<file path="src/rtl/clock_tree_gen_if.sv">
// Control and clock-bus bundle of clock_tree_gen: mode/step/enable in, ClockBus and status out.
interface clock_tree_gen_if #(
    parameter int NR_OF_CHANNELS = 2
);
    logic [1:0]                    mode;
    logic                          step;
    logic [NR_OF_CHANNELS-1:0]     ch_enable;
    logic [5*NR_OF_CHANNELS-1:0]   ClockBus;
    logic                          step_busy;
    logic [31:0]                   edge_count;

    modport master (
        output mode, step, ch_enable,
        input  ClockBus, step_busy, edge_count
    );

    modport slave (
        input  mode, step, ch_enable,
        output ClockBus, step_busy, edge_count
    );
endinterface

</file>
<file path="src/rtl/clock_tree_gen.sv">
// Multi-channel clock-tree generator: shared prescaler, per-channel high/low phase FSMs,
// halt/run/single-step control and a channel-0 rising-edge counter.
module clock_tree_gen #(
    parameter int NR_OF_CHANNELS = 2,
    parameter int CNT_BITS       = 8,
    parameter int PRESCALE_BITS  = 16,
    parameter logic [PRESCALE_BITS-1:0] PRESCALE_RELOAD = '0,
    parameter logic [NR_OF_CHANNELS*CNT_BITS-1:0] CH_HIGH_TICKS = {NR_OF_CHANNELS{CNT_BITS'(1)}},
    parameter logic [NR_OF_CHANNELS*CNT_BITS-1:0] CH_LOW_TICKS  = {NR_OF_CHANNELS{CNT_BITS'(1)}}
) (
    input  logic            FPGA_GlobalClock,
    input  logic            FPGA_GlobalReset_n,
    clock_tree_gen_if.slave bus
);

    typedef enum logic {
        CH_LOW  = 1'b0,
        CH_HIGH = 1'b1
    } ch_state_e;

    typedef enum logic {
        STEP_IDLE = 1'b0,
        STEP_BUSY = 1'b1
    } step_state_e;

    // A programmed length of zero behaves as a one-tick phase.
    function automatic logic [CNT_BITS-1:0] phase_len(
        input logic [NR_OF_CHANNELS*CNT_BITS-1:0] ticks,
        input int unsigned                        ch
    );
        logic [CNT_BITS-1:0] len;
        len = ticks[ch*CNT_BITS +: CNT_BITS];
        return (len == '0) ? CNT_BITS'(1) : len;
    endfunction

    logic [PRESCALE_BITS-1:0]  presc_q, presc_d;
    logic                      tick;
    logic                      mode_run, mode_step;
    logic                      step_busy;
    logic                      advance;
    logic [NR_OF_CHANNELS-1:0] ch_adv;
    logic [NR_OF_CHANNELS-1:0] pos_tick, neg_tick;

    ch_state_e                 state_q [NR_OF_CHANNELS];
    ch_state_e                 state_d [NR_OF_CHANNELS];
    logic [CNT_BITS-1:0]       cnt_q   [NR_OF_CHANNELS];
    logic [CNT_BITS-1:0]       cnt_d   [NR_OF_CHANNELS];

    logic [2:0]                step_sync_q;
    logic                      step_rise;
    step_state_e               step_q, step_d;

    logic [31:0]               edge_q, edge_d;

    // Prescaler
    always_comb begin
        tick    = (presc_q == '0);
        presc_d = tick ? PRESCALE_RELOAD : presc_q - PRESCALE_BITS'(1);
    end

    always_ff @(posedge FPGA_GlobalClock or negedge FPGA_GlobalReset_n) begin
        if (!FPGA_GlobalReset_n) begin
            presc_q <= PRESCALE_RELOAD;
        end else begin
            presc_q <= presc_d;
        end
    end

    // Advance gating: step_busy only counts while still in step mode, so leaving
    // mode 10 freezes the channels in the same cycle rather than one cycle later.
    always_comb begin
        mode_run  = (bus.mode == 2'b01);
        mode_step = (bus.mode == 2'b10);
        step_busy = (step_q == STEP_BUSY);
        advance   = tick & FPGA_GlobalReset_n & (mode_run | (mode_step & step_busy));
        ch_adv    = {NR_OF_CHANNELS{advance}} & bus.ch_enable;
    end

    // Channel phase FSMs
    always_comb begin
        pos_tick = '0;
        neg_tick = '0;
        for (int unsigned i = 0; i < NR_OF_CHANNELS; i++) begin
            state_d[i] = state_q[i];
            cnt_d[i]   = cnt_q[i];
            if (ch_adv[i]) begin
                if (cnt_q[i] > CNT_BITS'(1)) begin
                    cnt_d[i] = cnt_q[i] - CNT_BITS'(1);
                end else if (state_q[i] == CH_LOW) begin
                    state_d[i]  = CH_HIGH;
                    cnt_d[i]    = phase_len(CH_HIGH_TICKS, i);
                    pos_tick[i] = 1'b1;
                end else begin
                    state_d[i]  = CH_LOW;
                    cnt_d[i]    = phase_len(CH_LOW_TICKS, i);
                    neg_tick[i] = 1'b1;
                end
            end
        end
    end

    always_ff @(posedge FPGA_GlobalClock or negedge FPGA_GlobalReset_n) begin
        if (!FPGA_GlobalReset_n) begin
            for (int unsigned i = 0; i < NR_OF_CHANNELS; i++) begin
                state_q[i] <= CH_LOW;
                cnt_q[i]   <= phase_len(CH_LOW_TICKS, i);
            end
        end else begin
            for (int unsigned i = 0; i < NR_OF_CHANNELS; i++) begin
                state_q[i] <= state_d[i];
                cnt_q[i]   <= cnt_d[i];
            end
        end
    end

    // Step push-button: 2-FF synchroniser plus one stage for edge detection
    always_ff @(posedge FPGA_GlobalClock or negedge FPGA_GlobalReset_n) begin
        if (!FPGA_GlobalReset_n) begin
            step_sync_q <= '0;
        end else begin
            step_sync_q <= {step_sync_q[1:0], bus.step};
        end
    end

    assign step_rise = step_sync_q[1] & ~step_sync_q[2];

    always_comb begin
        step_d = step_q;
        case (step_q)
            STEP_IDLE: if (mode_step && step_rise) step_d = STEP_BUSY;
            STEP_BUSY: if (!mode_step || neg_tick[0]) step_d = STEP_IDLE;
            default:   step_d = STEP_IDLE;
        endcase
    end

    always_ff @(posedge FPGA_GlobalClock or negedge FPGA_GlobalReset_n) begin
        if (!FPGA_GlobalReset_n) begin
            step_q <= STEP_IDLE;
        end else begin
            step_q <= step_d;
        end
    end

    // Channel-0 rising-edge counter
    assign edge_d = pos_tick[0] ? edge_q + 32'd1 : edge_q;

    always_ff @(posedge FPGA_GlobalClock or negedge FPGA_GlobalReset_n) begin
        if (!FPGA_GlobalReset_n) begin
            edge_q <= '0;
        end else begin
            edge_q <= edge_d;
        end
    end

    always_comb begin
        bus.ClockBus = '0;
        for (int unsigned i = 0; i < NR_OF_CHANNELS; i++) begin
            bus.ClockBus[5*i +: 5] = {FPGA_GlobalClock, neg_tick[i], pos_tick[i],
                                      state_q[i] != CH_HIGH, state_q[i] == CH_HIGH};
        end
    end

    assign bus.step_busy  = step_busy;
    assign bus.edge_count = edge_q;

endmodule
</file>
<file path="src/flat_wrapper.sv">
// flat-port wrapper written by rule: the top's interface ports become plain ports
module clock_tree_gen_flat 
#(
    parameter int NR_OF_CHANNELS = 2,
    parameter int CNT_BITS       = 8,
    parameter int PRESCALE_BITS  = 16,
    parameter logic [PRESCALE_BITS-1:0] PRESCALE_RELOAD = '0,
    parameter logic [NR_OF_CHANNELS*CNT_BITS-1:0] CH_HIGH_TICKS = {NR_OF_CHANNELS{CNT_BITS'(1)}},
    parameter logic [NR_OF_CHANNELS*CNT_BITS-1:0] CH_LOW_TICKS  = {NR_OF_CHANNELS{CNT_BITS'(1)}}
)
  (FPGA_GlobalClock, FPGA_GlobalReset_n, bus_mode, bus_step, bus_ch_enable, bus_ClockBus, bus_step_busy, bus_edge_count);
  clock_tree_gen_if #(.NR_OF_CHANNELS(NR_OF_CHANNELS)) bus_i ();
  input  logic FPGA_GlobalClock;
  input  logic FPGA_GlobalReset_n;
  input wire logic [$bits(bus_i.mode)-1:0] bus_mode;
  input wire logic [$bits(bus_i.step)-1:0] bus_step;
  input wire logic [$bits(bus_i.ch_enable)-1:0] bus_ch_enable;
  output wire logic [$bits(bus_i.ClockBus)-1:0] bus_ClockBus;
  output wire logic [$bits(bus_i.step_busy)-1:0] bus_step_busy;
  output wire logic [$bits(bus_i.edge_count)-1:0] bus_edge_count;
  assign bus_i.mode = bus_mode;
  assign bus_i.step = bus_step;
  assign bus_i.ch_enable = bus_ch_enable;
  assign bus_ClockBus = bus_i.ClockBus;
  assign bus_step_busy = bus_i.step_busy;
  assign bus_edge_count = bus_i.edge_count;
  clock_tree_gen #(.NR_OF_CHANNELS(NR_OF_CHANNELS), .CNT_BITS(CNT_BITS), .PRESCALE_BITS(PRESCALE_BITS), .PRESCALE_RELOAD(PRESCALE_RELOAD), .CH_HIGH_TICKS(CH_HIGH_TICKS), .CH_LOW_TICKS(CH_LOW_TICKS)) u_core (.FPGA_GlobalClock(FPGA_GlobalClock), .FPGA_GlobalReset_n(FPGA_GlobalReset_n), .bus(bus_i));
endmodule
</file>
<file path="config.mk">
export PLATFORM = sky130hd
export DESIGN_NAME = clock_tree_gen_flat
export DESIGN_NICKNAME = d
export VERILOG_FILES = /design/src/rtl/clock_tree_gen_if.sv /design/src/rtl/clock_tree_gen.sv /design/src/flat_wrapper.sv
export SDC_FILE = /design/constraint.sdc
export NUM_CORES = 1
export LEC_CHECK = 0
export ABC_AREA = 1
export BUFFER_PORTS_ARGS = -buffer_cell sky130_fd_sc_hd__clkbuf_2
export CORE_MARGIN = 2
export CORE_UTILIZATION = 30
export DETAILED_ROUTE_END_ITERATION = 7
export SLEW_MARGIN = 20
export SYNTH_ARGS = -nofsm -noshare
export SYNTH_HDL_FRONTEND = slang
export SYNTH_SLANG_ARGS = --single-unit
</file>
<file path="constraint.sdc">
create_clock -name FPGA_GlobalClock -period 1.8 [get_ports FPGA_GlobalClock]
set_input_delay 0.27 -clock FPGA_GlobalClock [delete_from_list [all_inputs] [get_ports FPGA_GlobalClock]]
set_output_delay 0.27 -clock FPGA_GlobalClock [all_outputs]
set_load 0.02 [all_outputs]
</file>
# Word-level counts from Yosys, hierarchy flattened
# Cells that the tools add are included.
# Widths: inputs -> output; s select.
# classes
addsub,4
magnitude_cmp,2
eq_ne,2
muxes,18
n_bitwise,12
n_reduce_logical,6
# op_table
op,n
$add 32x1->32 const B,1
$gt 8x1->1 const B,2
$logic_not 16->1,1
$mux 16,1
$mux 8,2
$sub 16x1->16 const B,1
$sub 8x1->8 const B,2
$mux 1,14
$not 1->1,6
$and 1x1->1,4
$reduce_and 2->1,2
$and 2x2->2,1
$eq 2x1->1 const B,1
$eq 2x2->1 const B,1
$pmux 1 s2,1
$logic_and 1x1->1,1
$logic_not 1->1,1
$logic_or 1x1->1,1
$or 1x1->1,1
# totals
ff_bits,70
in_bits,7

# Logic depth before layout (Yosys ltp)
# Gate-level depths: netlist of run 1.
# depth
word_depth,9
ltp_mapped,11
mapped_depth_nobuf,11

==> metrics.txt, run 1 <==
status=complete, but fails checks; violated checks=setup timing; final core utilization=roughly 40%; Overflow after GRT=0; core area=approximately 14000 um2; Critical Path Sink Type=primary output; Post-Place Cells=879; Yosys cell types=30; Worst-Margin Slew=around 840 ps; post-synthesis cell count=roughly 620; Die Height=125 um; combinational power share=30.1%; I/O pins=50; Flop pwr share=about a third; first-pass GRT wire length=between 15 and 20 mm; drt first pass iters=4; Slowest-stage cell, CP=dfrtp_1; WL/cell=12.9 um; flops & latches, synth=70; worst slack, placed=-156 ps; Global Route Usage Sum=about 15%; DP Wirelength=around 8.4 mm; fraction of layout cells with a size suffix above 1=around 27%; Initial Utilization=between 30% and 40%; Psw=approximately 0.0021 W; HP Class=in -> reg; final period utilization=122%; VDD IR max=between 500 and 600 uV; fmax=between 400 and 500 MHz; Leakage=2.92 nW; number of global-route vias before repair=a little under 4000; clock transition at the registers of the reported paths=about 60 ps; PwrDens=around 1000 nW/um2; Hold WS=approximately 40 ps; Clock Power Share=35.5%; r2r setup slk=0 ps; initial antenna violation count=0; CP max stage delay=around 400 ps; RePlAce Congestion=roughly 0.92; pin count of the biggest net entering global routing=65; clock latency on the worst-skew pair=roughly 360 ps; crit-path cells=nor2_1 -> nand2_1 -> nor2_1 -> nand2_2 -> nor2_4 -> nand4_1 -> inv_1 -> clkbuf_8; CP top delay family=simple AND/OR/NAND/NOR gates; Total Wirelength=between 10 and 15 mm; htree depth=3; Slew Limit Fails=0; routed vias/inst=between 4 and 5; most frequent CP cell=nor2_1; DR vias=about 4200; DRT iter0 DRCs=about 260; Total Nets Final=730; Avg Inst Size Synth=about 7 um2; Area growth, synth to finish=32.8%; CP Buf/Inv Count=2; Data required, critical path=~1500 ps; Post-Syn Area=~4400 um2; Final Setup Violations=4; setup ws final=-396 ps; crit path launch=u_core.presc_q[7]; # diodes=0; Syn. warnings=0; Worst Min Path Start=bus_step; RSZ-0062 raised after global routing=yes; Routed Antenna Nets=0; fin cells=905; Reg-to-Reg Start=u_core.presc_q[5]; Max FO, Critical Path=6; post-route DRC violation count=0; Synthesized Nets=around 640; internal cell power=~0.0037 W; Worst setup SP type=flop; Switching Share=a little over a third; sequential share of the synthesized area=approximately two fifths; clk_skew=11.3 ps; Fin. Hold Viols=0; # port buffers=about 50; cell row count=44; clock buffer depth=2; Max-Cap Viols=0; post-layout min period=2200 ps; die width=about 120 um; worst path arrival time=a little under 2000 ps; TritonCTS clock tree=yes; crit path kind=reg -> out; die area=15600 um2; clk root buf=clkbuf_16; CTS buffer count=9; relative slew slack=between 40% and 50%
[cell type report]
type	count	area (um2)
Multi-Input combinational cell	500	2640
Sequential cell	70	1750
Inverter	41	154
Clock buffer	12	239
Clock inverter	6	93.8
Tap cell	184	230
Fill cell	1522	8600
Timing Repair Buffer	92	709
[synth_stat cells (all sizes together)]
cell	count	area share [%]
nand2	238	20
nor2	111	11
dfrtp	68	39
nand3	63	7.6
inv	40	3.4
o21ai	17	2.0
xor2	16	3.2
nand3b	15	2.6
buf	12	2.1
xnor2	11	2.2
a21oi	8	0.91
ha	7	2.0
nand4	7	1.1
nor3	4	0.46
dfstp	2	1.2
nor3b	2	0.34
clkinv	1	0.086
or2	1	0.14
[logic make-up (layout without fill, tap and decap cells)]
logic type	count (synthesis)	count (layout)	share of synthesized area [%]
adder cells (fa/ha/maj)	7	7	2.00
XOR/XNOR	27	27	5.40
AO/OA/AOI/OAI	25	25	2.94
buffers and inverters	53	151	5.65
flip-flops	70	70	40.0
AND/OR/NAND/NOR	441	441	44.0
[placed cells by master (no fill, tap or decap), types with 3 or more instances in the layout]
cell	instances
nand4_1	6
nand2_2	35
nor3_1	4
dfrtp_1	68
inv_1	34
xnor2_1	11
nor2_4	11
a21oi_1	8
nor2_2	12
clkbuf_16	11
ha_1	4
nand3_1	59
nand2_4	8
clkinv_4	3
inv_2	6
xor2_1	16
nand3b_1	15
buf_4	38
clkbuf_2	44
buf_12	4
nand2_1	195
nor2_1	86
o21ai_0	8
o21ai_1	8
buf_8	4
[power by group through the flow]
stage	clock network (W)	registers (W)	logic (W)
floorplan	0.000130	0.00204	0.00112
global placement	0.000103	0.00203	0.00164
detailed placement	0.000103	0.00204	0.00165
CTS	0.00212	0.00201	0.00167
global route	0.00220	0.00204	0.00197
finish	0.00207	0.00201	0.00175
[registers in the layout, summed over array words and instances, names as in the netlist]
name                   cells
u_core.bus.step_busy       1
u_core.bus.ClockBus        2
u_core.bus.edge_count     32
u_core.cnt_q              16
u_core.presc_q            16
u_core.step_sync_q         3
[what timing repair did]
action	CTS	global route
buffers inserted	2	5
endpoints found under the hold margin	6	0
setup endpoints to repair	4	42
gates cloned	0	2
hold buffers	1	0
gates resized for setup	16	71
pin swaps	3	31
[path summary, 6_finish.rpt]
check,end,depth (start not counted)
worst max-delay path,bus_ClockBus[3],8
worst min-delay path,u_core.step_sync_q[0],1
worst max register to register,u_core.bus.edge_count[11],10
worst min register to register,u_core.step_sync_q[1],0
max in group asynchronous,u_core.bus.edge_count[31],2
min in group asynchronous,u_core.bus.step_busy,2
[worst register-to-register path, cell delays in order, from the launching register on]
cell and delay (ps):
dfrtp_1 410, nor2_2 160, buf_4 140, nand2_4 60
nor2_4 150, nand3_2 100, nor2_4 160, nand3_4 180
clkbuf_16 220, nand2_2 50, nand2_1 50
[per-layer routing]
layer | global-route usage [%] | share of wire [%] | wire length (um)
met5 | 0 | 0 | 0
met4 | 5.82 | 1.9 | 223
met3 | 5.07 | 5.5 | 641
met2 | 22.6 | 44 | 5180
met1 | 21.2 | 48 | 5660
[metrics by stage]
step                area (um2)  total power (W)  TNS, ps
floorplan                 4410          0.00329        0
global placement          5110          0.00377     -332
detailed placement        5110          0.00379     -488
CTS                       5520          0.00581    -1710
global route              5820          0.00622    -5460
finish                    5820          0.00583    -1520
No activity file was read; power rests on OpenSTA's default activity.
==> run 2, diff against run 1 <==
Settings changed: CORE_ASPECT_RATIO set to 1.5.
==> run 2 against run 1 <==
The flow still finishes with violations (setup timing). Critical path depth up 3. Highest routed layer unchanged. Largest power group is now sequential cells. Utilization is 0.52 points lower. Largest cell class unchanged. Power rose by 0.31%.
==> metrics.txt, run 2 (synthesis results as in run 1) <==
Worst setup SP type=flop; Leakage=roughly 2.9 nW; worst slack, placed=-91.4 ps; Overflow after GRT=0; number of stages on the worst hold path=1; Final Setup Violations=4; PwrDens=between 1000 and 1500 nW/um2; Min-Delay Endpoint=u_core.step_sync_q[0]; Critical Path Sink Type=primary output; Total Nets Final=728; WL/cell=13.1 um; TritonCTS clock tree=yes; core area=~14000 um2; Slew Limit Fails=0; Worst R2R Path Depth=10; die width=~100 um; Data required, critical path=1530 ps; FF-to-FF End=u_core.bus.edge_count[1]; worst path arrival time=1840 ps; r2r setup slk=0 ps; VDD IR max=about 370 uV; status=complete, but fails checks; fmax=474 MHz; clk_skew=7.20 ps; clock latency on the worst-skew pair=between 300 and 400 ps; initial antenna violation count=0; DR vias=between 4000 and 5000; clk root buf=clkbuf_16; post-route DRC violation count=0; Die Height=roughly 150 um; setup ws final=-310 ps; # diodes=0; Setup TNS Final=-1230 ps; Max-Cap Viols=0; RePlAce Congestion=approximately 0.86; die area=15600 um2; DRT iter0 DRCs=146; first-pass GRT wire length=between 15 and 20 mm; cell row count=between 50 and 60; clock buffer depth=2; crit path kind=reg -> out; relative slew slack=between 30% and 40%; I/O pins=50; most common cell after layout, fill and taps aside=nand2_1; Worst Min Path Start=bus_step; max reg flops=32; Max FO, Critical Path=5; RSZ-0062 raised after global routing=yes; pin count of the biggest net entering global routing=between 70 and 80; htree depth=3; Fin. Hold Viols=0; Routed Antenna Nets=0; drt first pass iters=4; post-layout min period=2110 ps; HP Class=in -> reg; commonest non-fill, non-tap cells in the layout=nand2_1, nor2_1, dfrtp_1; DP Wirelength=about 9 mm; fraction of layout cells with a size suffix above 1=between 20% and 30%; power after layout=0.00585 W; CTS buffer count=9; violated checks=setup timing; Global Route Usage Sum=16.2%; Worst-Margin Slew=928 ps; Reg-to-Reg Start=u_core.cnt_q[8]; Initial Utilization=roughly 30%; number of global-route vias before repair=4013; routed vias/inst=approximately 4.6; final period utilization=117%; clock transition at the registers of the reported paths=50 ps; # port buffers=just under 50; Area growth, synth to finish=30.8%; Total Wirelength=roughly 12 mm
run 2: worst max-delay path: stages (launching register included):
cell and delay [ps]:
dfrtp_1 390, inv_2 90, ha_4 140, inv_2 40, nor2_4 70, nand2_1 50
nor2_1 80, nand2_1 100, nor2_4 180, nand3_2 120, nor2_4 100, clkbuf_8 140
run 2: layer usage:
layer | GRT usage, % | up-vias | part of all wire [%]
met5 | 0 | - | 0
met4 | 7.87 | 0 | 3.0
met3 | 1.70 | 20 | 2.3
met2 | 29.8 | 65 | 55
met1 | 17.8 | 1943 | 40
li1 | - | 2161 | -
run 2: final cells by class:
class                   instances  area (um2)
clock inverters                 3        40.0
repair buffers                 90         687
inverters                      41         159
multi-input cells             500        2570
clock buffers                  15         280
fillers                      1497        8660
well taps                     196         245
flip-flops and latches         70        1750
run 2: worst max-delay path by stage:
| stage | from | end | slack [ps] | cells past startpoint |
|---|---|---|---|---|
| 2_1_floorplan | u_core.bus.edge_count[0] | u_core.bus.edge_count[16] | 10 | 8 |
| 3_3_place_gp | u_core.presc_q[0] | bus_ClockBus[7] | -50 | 11 |
| 3_5_place_dp | u_core.presc_q[0] | bus_ClockBus[7] | -90 | 11 |
| 4_1_cts | u_core.presc_q[0] | bus_ClockBus[8] | -420 | 11 |
| 5_1_grt | u_core.presc_q[0] | bus_ClockBus[2] | -430 | 11 |
| 6_report | u_core.presc_q[0] | bus_ClockBus[2] | -310 | 11 |
run 2: through the flow:
stage	hold slack (ps)	utilization, %	std cells	area [um2]
after floorplan	-25.6	-	623	4410
final	57.2	39.8	915	5730
after CTS	41.6	38.7	912	5570
after global routing	48.7	39.8	915	5730
after global placement	334	35.8	892	5150
after detailed placement	338	35.8	892	5150
run 2: timing repair:
action / 4_1_cts / 5_1_grt
hold buffers: 0 / 0
setup buffers: 4 / 6
endpoints found under the setup margin: 4 / 41
hold endpoints to repair: 0 / 0
gates resized for setup: 20 / 44
pin swaps: 6 / 14
cloned: 0 / 1
run 2: report_power, final:
part | internal [W] | switching [W] | leakage (nW)
Sequential | 0.00179 | 0.000225 | 0.947
Combinational | 0.000761 | 0.00109 | 1.79
Clock | 0.00121 | 0.000772 | 0.160
